`src/rtl/hazard_controller.sv`:
```
// Pipeline hazard controller: latch enables, flushes, PC enable and halt drain
// for the 5-stage MIPS core, plus saturating stall/flush counters.
module hazard_controller (
  input  logic        CLK,
  input  logic        RST,
  input  logic        ihit,
  input  logic        dhit,
  input  logic        dREN_me,
  input  logic        dWEN_me,
  input  logic        halt_me,
  input  logic        load_ex,
  input  logic [4:0]  regDst_ex,
  input  logic [4:0]  rs_de,
  input  logic [4:0]  rt_de,
  input  logic        usesRt_de,
  input  logic        jump_de,
  input  logic        branchTaken_ex,
  output logic        pcEn,
  output logic        en_fd,
  output logic        en_de,
  output logic        en_em,
  output logic        en_mw,
  output logic        flush_fd,
  output logic        flush_de,
  output logic        flush_em,
  output logic        halt,
  output logic [1:0]  state,
  output logic [15:0] stallCnt,
  output logic [15:0] flushCnt
);

  localparam logic [1:0] RUN     = 2'd0;
  localparam logic [1:0] MEMWAIT = 2'd1;
  localparam logic [1:0] DRAIN   = 2'd2;
  localparam logic [1:0] HALT    = 2'd3;

  logic [1:0] state_d;
  logic       mem_busy;
  logic       load_use;
  logic       flush_evt;
  logic       stall_evt;

  assign mem_busy = (dREN_me | dWEN_me) & ~dhit;

  assign load_use = load_ex & (regDst_ex != 5'd0) &
                    ((rs_de == regDst_ex) |
                     (usesRt_de & (rt_de == regDst_ex)));

  always_comb begin
    pcEn      = 1'b0;
    en_fd     = 1'b0;
    en_de     = 1'b0;
    en_em     = 1'b0;
    en_mw     = 1'b0;
    flush_fd  = 1'b0;
    flush_de  = 1'b0;
    flush_em  = 1'b0;
    flush_evt = 1'b0;
    state_d   = state;
    if (!RST) begin
      unique case (state)
        RUN, MEMWAIT: begin
          if (mem_busy) begin
            state_d = MEMWAIT;
          end else if (halt_me) begin
            en_em    = 1'b1;
            en_mw    = 1'b1;
            flush_em = 1'b1;
            state_d  = DRAIN;
          end else begin
            state_d = RUN;
            en_fd   = 1'b1;
            en_de   = 1'b1;
            en_em   = 1'b1;
            en_mw   = 1'b1;
            if (branchTaken_ex) begin
              pcEn      = 1'b1;
              flush_fd  = 1'b1;
              flush_de  = 1'b1;
              flush_evt = 1'b1;
            end else if (load_use) begin
              en_fd    = 1'b0;
              flush_de = 1'b1;
            end else if (jump_de) begin
              pcEn      = 1'b1;
              flush_fd  = 1'b1;
              flush_evt = 1'b1;
            end else if (!ihit) begin
              flush_fd = 1'b1;
            end else begin
              pcEn = 1'b1;
            end
          end
        end
        DRAIN: begin
          en_mw   = 1'b1;
          state_d = HALT;
        end
        HALT: begin
          state_d = HALT;
        end
      endcase
    end
  end

  assign stall_evt = ~pcEn & ((state == RUN) | (state == MEMWAIT));

  always_ff @(posedge CLK or posedge RST) begin
    if (RST) begin
      state    <= RUN;
      halt     <= 1'b0;
      stallCnt <= 16'd0;
      flushCnt <= 16'd0;
    end else begin
      state <= state_d;
      halt  <= halt | (state_d == HALT);
      if (stall_evt && stallCnt != 16'hFFFF)
        stallCnt <= stallCnt + 16'd1;
      if (flush_evt && flushCnt != 16'hFFFF)
        flushCnt <= flushCnt + 16'd1;
    end
  end

endmodule
```
`config.mk`:
```
export PLATFORM = sky130hd
export DESIGN_NAME = hazard_controller
export DESIGN_NICKNAME = d
export VERILOG_FILES = /design/src/rtl/hazard_controller.sv
export SDC_FILE = /design/constraint.sdc
export NUM_CORES = 1
export LEC_CHECK = 0
export CAP_MARGIN = 25
export CORE_MARGIN = 2
export CORE_UTILIZATION = 43
export CTS_CLUSTER_DIAMETER = 40
export DETAILED_ROUTE_END_ITERATION = 8
export GPL_TIMING_DRIVEN = 1
export PLACE_DENSITY = 0.78
export SLEW_MARGIN = 20
export SYNTH_ARGS = -nofsm -noshare
export SYNTH_HDL_FRONTEND = slang
export SYNTH_SLANG_ARGS = --single-unit
```
`constraint.sdc`:
```
create_clock -name CLK -period 3.6 [get_ports CLK]
set_input_delay 0.72 -clock CLK [delete_from_list [all_inputs] [get_ports CLK]]
set_output_delay 0.72 -clock CLK [all_outputs]
set_load 0.02 [all_outputs]
```
; ---- Yosys cells after proc, flatten, opt, wreduce, memory -nomap -nowiden
; Cells that the tools add are included.
[op_classes]
n_bitwise = 11
n_eq_ne = 8
n_reduce_logical = 6
mux = 52
addsub = 2
[ops]
columns = operator, count
row1 = $mux W1, 47
row2 = $add A16 B1 Y16 const B, 2
row3 = $ne A16 B16 Y1 const B, 2
row4 = $eq A5 B5 Y1, 2
row5 = $eq A2 B2 Y1 const B, 3
row6 = $mux W2, 3
row7 = $and A1 B1 Y1, 5
row8 = $reduce_bool A5 Y1, 1
row9 = $or A1 B1 Y1, 4
row10 = $pmux W2 S2, 1
row11 = $reduce_or A2 Y1, 2
row12 = $eq A2 B1 Y1 const B, 1
row13 = $logic_and A1 B1 Y1, 2
row14 = $logic_not A2 Y1, 1
row15 = $not A1 Y1, 2
row16 = $pmux W1 S2, 1
[word_totals]
register_bits = 35
wordCells = 83
input_bits = 26

; ---- Longest topological paths before layout
[depth]
depth_word = 13
mapped_depth = 8
ltp_nobuf = 7

; ---- Worst setup path before layout
; No wires, ideal clock.
[synth_timing]
path_type = input-to-output
start = input dWEN_me
end = output flush_fd
path_slack_ns = 0.176
n_path_buf = 0
path_stages = 4
t_arrival_ns = 2.704
path_cell_list = o21ba_2 > nor4_2 > a21boi_0 > a21boi_0
[synth_via]
elab_chain_cells = 5
[synth_rtl]
columns = item, line_no
row1 = "start, declared", 9  ; input logic dWEN_me,
row2 = $or A1 B1 Y1, 43  ; assign mem_busy = (dREN_me | dWEN_me) & ~dhit;
row3 = $and A1 B1 Y1, 43
row4 = $mux W1, 63  ; if (mem_busy) begin
row5 = $mux W1, 61  ; unique case (state)
row6 = $mux W1, 60  ; if (!RST) begin
row7 = "end, declared", 23  ; output logic flush_fd,
; No other way between the ends.

; ---- Worst setup path in the final report
[layout_timing]
start = input regDst_ex[4]
end = output flush_de
[layout_via]
elab_chain_cells = 10
elab_cells_between_ends = 13
[layout_rtl]
columns = item, line_no
row1 = "start, declared", 12  ; input logic [4:0] regDst_ex,
row2 = $eq A5 B5 Y1, 47  ; (usesRt_de & (rt_de == regDst_ex)));
row3 = $and A1 B1 Y1, 47
row4 = $or A1 B1 Y1, 46  ; ((rs_de == regDst_ex) |
row5 = $and A1 B1 Y1 (*), 45  ; assign load_use = load_ex & (regDst_ex != 5'd0) &
row6 = $mux W1 (*), 81  ; end else if (load_use) begin
row7 = $mux W1 (*), 76  ; if (branchTaken_ex) begin
row8 = $mux W1 (*), 65  ; end else if (halt_me) begin
row9 = $mux W1 (*), 63
row10 = $mux W1 (*), 61
row11 = $mux W1 (*), 60
row12 = "end, declared", 24  ; output logic flush_de,
; Every way passes the cells marked *; elsewhere a longest branch is shown, timed or not.

==> impl_metrics.csv <==
group,metric,value,unit
detailed_routing,dr.pass1.iters,4,
worst_setup_path,start_kind,"primary input",
detailed_routing,drt_iter0_drc,53,
floorplan,die_x,70.51,um
detailed_routing,drcViolationCount,0,
timing,drv_slew,0,
worst_setup_path,crit_buf_inv,3,
floorplan,ios,69,
clocking,cts_num_sinks,35,
place,routabilityCongestion,0.7532,
worst_setup_path,timing.rr.end,"flushCnt[1]",
timing,fin_crit_sh,95.04,%
worst_setup_path,required,2880,ps
synth,synth_top_family_by_area,"simple AND/OR/NAND/NOR gates",
timing,hold_viol_final,0,
synth,yosysTopAreaCell,"dfrtp_1",
timing,clock_skew,6.602,ps
synth,synthCells,177,
floorplan,fp.dieArea,4971,um2
worst_setup_path,arrival,2700,ps
synth,synth-main-ff-cell,"dfrtp_1",
place,place_inst,303,
clocking,clk_path_buf_depth,2,
synth,synth.avg_cell_area,10.74,um2
finish,area_growth,45.79,%
worst_setup_path,r2r_start,"flushCnt[0]",
synth,synth_area_leaders,"dfrtp_1 46%, xor2_1 12%, xnor2_1 6.4%",
finish,drive_gt1_share,12.74,%
synth,synth-edff-count,0,
clocking,cts_max_level,2,
grt,grtUsageTotal,18.12,%
detailed_routing,num_vias,1591,
floorplan,start_util,44.29,%
worst_setup_path,cpLargestDelayFamily,"buffers and inverters",
worst_setup_path,path_class,"primary input to primary output",
grt,antenna_found_initial,0,
finish,num-nets-final,286,
worst_setup_path,crit_slowest_cell,"clkdlybuf4s50_1",
synth,async_reset_ff_share,100.0,%
clocking,hold_buffers,0,
detailed_routing,wire_per_inst,13.92,um
synth,yosysTopAreaCellShare,46.05,%
hold_path,worstHoldPathType,"register to register",
worst_setup_path,max_stage_delay,600,ps
detailed_routing,viasPerCell,5.116,
floorplan,coreArea,4294,um2
synth,synthTopCellsByCount,"35 x dfrtp_1, 26 x xor2_1, 14 x xnor2_1",
synth,yosysSeqAreaShare,46.05,%
timing,fin_crit,3421,ps
place,hpwl,3150,um
timing,fmax,0.2923,GHz
synth,synth_fp_nets,205,
synth,synthAdderAreaFrac,1.316,%
outcome,status,"complete, no violations",
pwr,p_per_area,369.5,nW/um2
worst_setup_path,crit_end,"flush_de",
worst_setup_path,crit_path_end_kind,"primary output",
place,port_buffers,68,
pwr,ir_worst_vdd,383.3,uV
detailed_routing,ant_nets,0,
synth,synthMostInstantiatedCell,"dfrtp_1",
synth,synth_compound_area_share,6.579,%
floorplan,fp-row-count,24,
worst_setup_path,startpoint,"regDst_ex[4]",
pwr,p_leak,0.001157,uW
grt,grt_pass1_wl,7189,um
floorplan,die_h,70.51,um
timing,setup_viol,0,
worst_setup_path,reg2regPathDepth,6,
grt,grt_max_degree,36,
timing,rsz0062_at_grt,"false",
worst_setup_path,cp_common_cell,"clkdlybuf4s50_1",
timing,worst_pin_slew,489.6,ps
grt,first_global_vias,1539,
clocking,clkTransAtPathRegs,70,ps
worst_setup_path,path_cells,"clkdlybuf4s50_1, buf_4, xnor2_1, nand4_1, o22ai_1, nor2b_1, o21a_1, clkdlybuf4s50_1",
synth,synth_mux_area_share,1.184,%
synth,synthDistinctLibCells,41,
finish,antenna-diode-count,0,
detailed_routing,wl,4328,um
place,place_area,2691,um2
synth,synthXorXnorAreaFrac,18.42,%
timing,slew_headroom,67.11,%
synth,synth_warnings,0,
synth,synth_seq_cells,35,
worst_setup_path,cp.depth,8,
synth,synthSimpleGateAreaFrac,24.01,%
grt,grt_overflow_total,0,
clocking,clock-root-buffer,"clkbuf_8",
clocking,cts_tree,"built",
flow_run,max_cap_violations,0,
finish,final_cells,311,
synth,syn_area,1902,um2
finish,final_area,2773,um2
worst_setup_path,cp_max_fo,3,
clocking,clk_latency,280,ps
clocking,cts_buffers,5,
worst_setup_path,regToRegSetupSlack,1380,ps
## cell type report
cell class,count,area [um2]
Fill cell,368,1521
Multi-Input combinational cell,133,979.7
Sequential cell,35,875.8
Timing Repair Buffer,77,748.2
Clock buffer,7,76.32
Tap cell,52,65.06
Inverter,6,22.52
Clock inverter,1,5.005
## placed cells by master, fill, tap and decap left out, drive strengths merged, types with 3 or more instances in the layout
cell / count
clkdlybuf4s50: 65
dfrtp: 35
xor2: 26
nor3: 15
xnor2: 14
nand2: 11
nand3: 11
buf: 9
nor4: 9
nor2: 8
clkbuf: 7
nand4: 6
inv: 6
and3: 5
nor3b: 3
a21o: 3
## state kept, by name (all words and copies together), names as in the netlist
signal / flops
stallCnt: 16
halt: 1
flushCnt: 16
state: 2
## kinds of logic after synthesis
| family | after synthesis |
|---|---|
| and+or+nand+nor | 74 |
| xor gates and xnor gates | 40 |
| DFF | 35 |
| AOI/OAI and AO/OA | 15 |
| buffers and inverters | 9 |
| muxes | 2 |
| adders and majority gates | 2 |
## worst min-delay path by stage
stage,startpoint,end,cells after the start
floorplan,halt,halt,1
global placement,halt,halt,1
detailed placement,halt,halt,1
CTS,halt,halt,1
global route,halt,halt,1
finish,halt,halt,1
## where the power goes
| group | switching (uW) | total (uW) | internal (uW) |
|---|---|---|---|
| combinational | 122 | 264 | 141 |
| sequential | 57.8 | 492 | 434 |
| clock | 133 | 269 | 136 |
| total | 313 | 1020 | 711 |
## metal layers
metal	vias to the layer above	share of wire, %	global-route usage, %
met3	2	6.3	3.175
met2	51	45	28.20
met5	-	0	0
met4	0	0.97	7.051
li1	784	-	-
met1	754	48	25.28
## timing repair
action,in CTS,in global routing
setup endpoints to repair,2,1
gates resized for setup,2,1
buffers inserted,0,0
endpoints found under the hold margin,0,0
## per-stage QoR
stage | util (%) | TNS, ps | hold slack [ps] | total power [uW] | worst slack, ps
4_1_cts | 64.51 | 0 | 470.7 | 1038 | 84.44
3_5_place_dp | 62.67 | -78.99 | 455.1 | 763.6 | -77.66
6_report | 64.57 | 0 | 464.1 | 1024 | 178.7
3_3_place_gp | 62.67 | -67.46 | 441.2 | 759.5 | -52.14
2_1_floorplan | - | 0 | 565.4 | 616.1 | 176.3
5_1_grt | 64.57 | 0 | 489.9 | 1080 | 54.95
No activity file was read; power rests on OpenSTA's default activity.
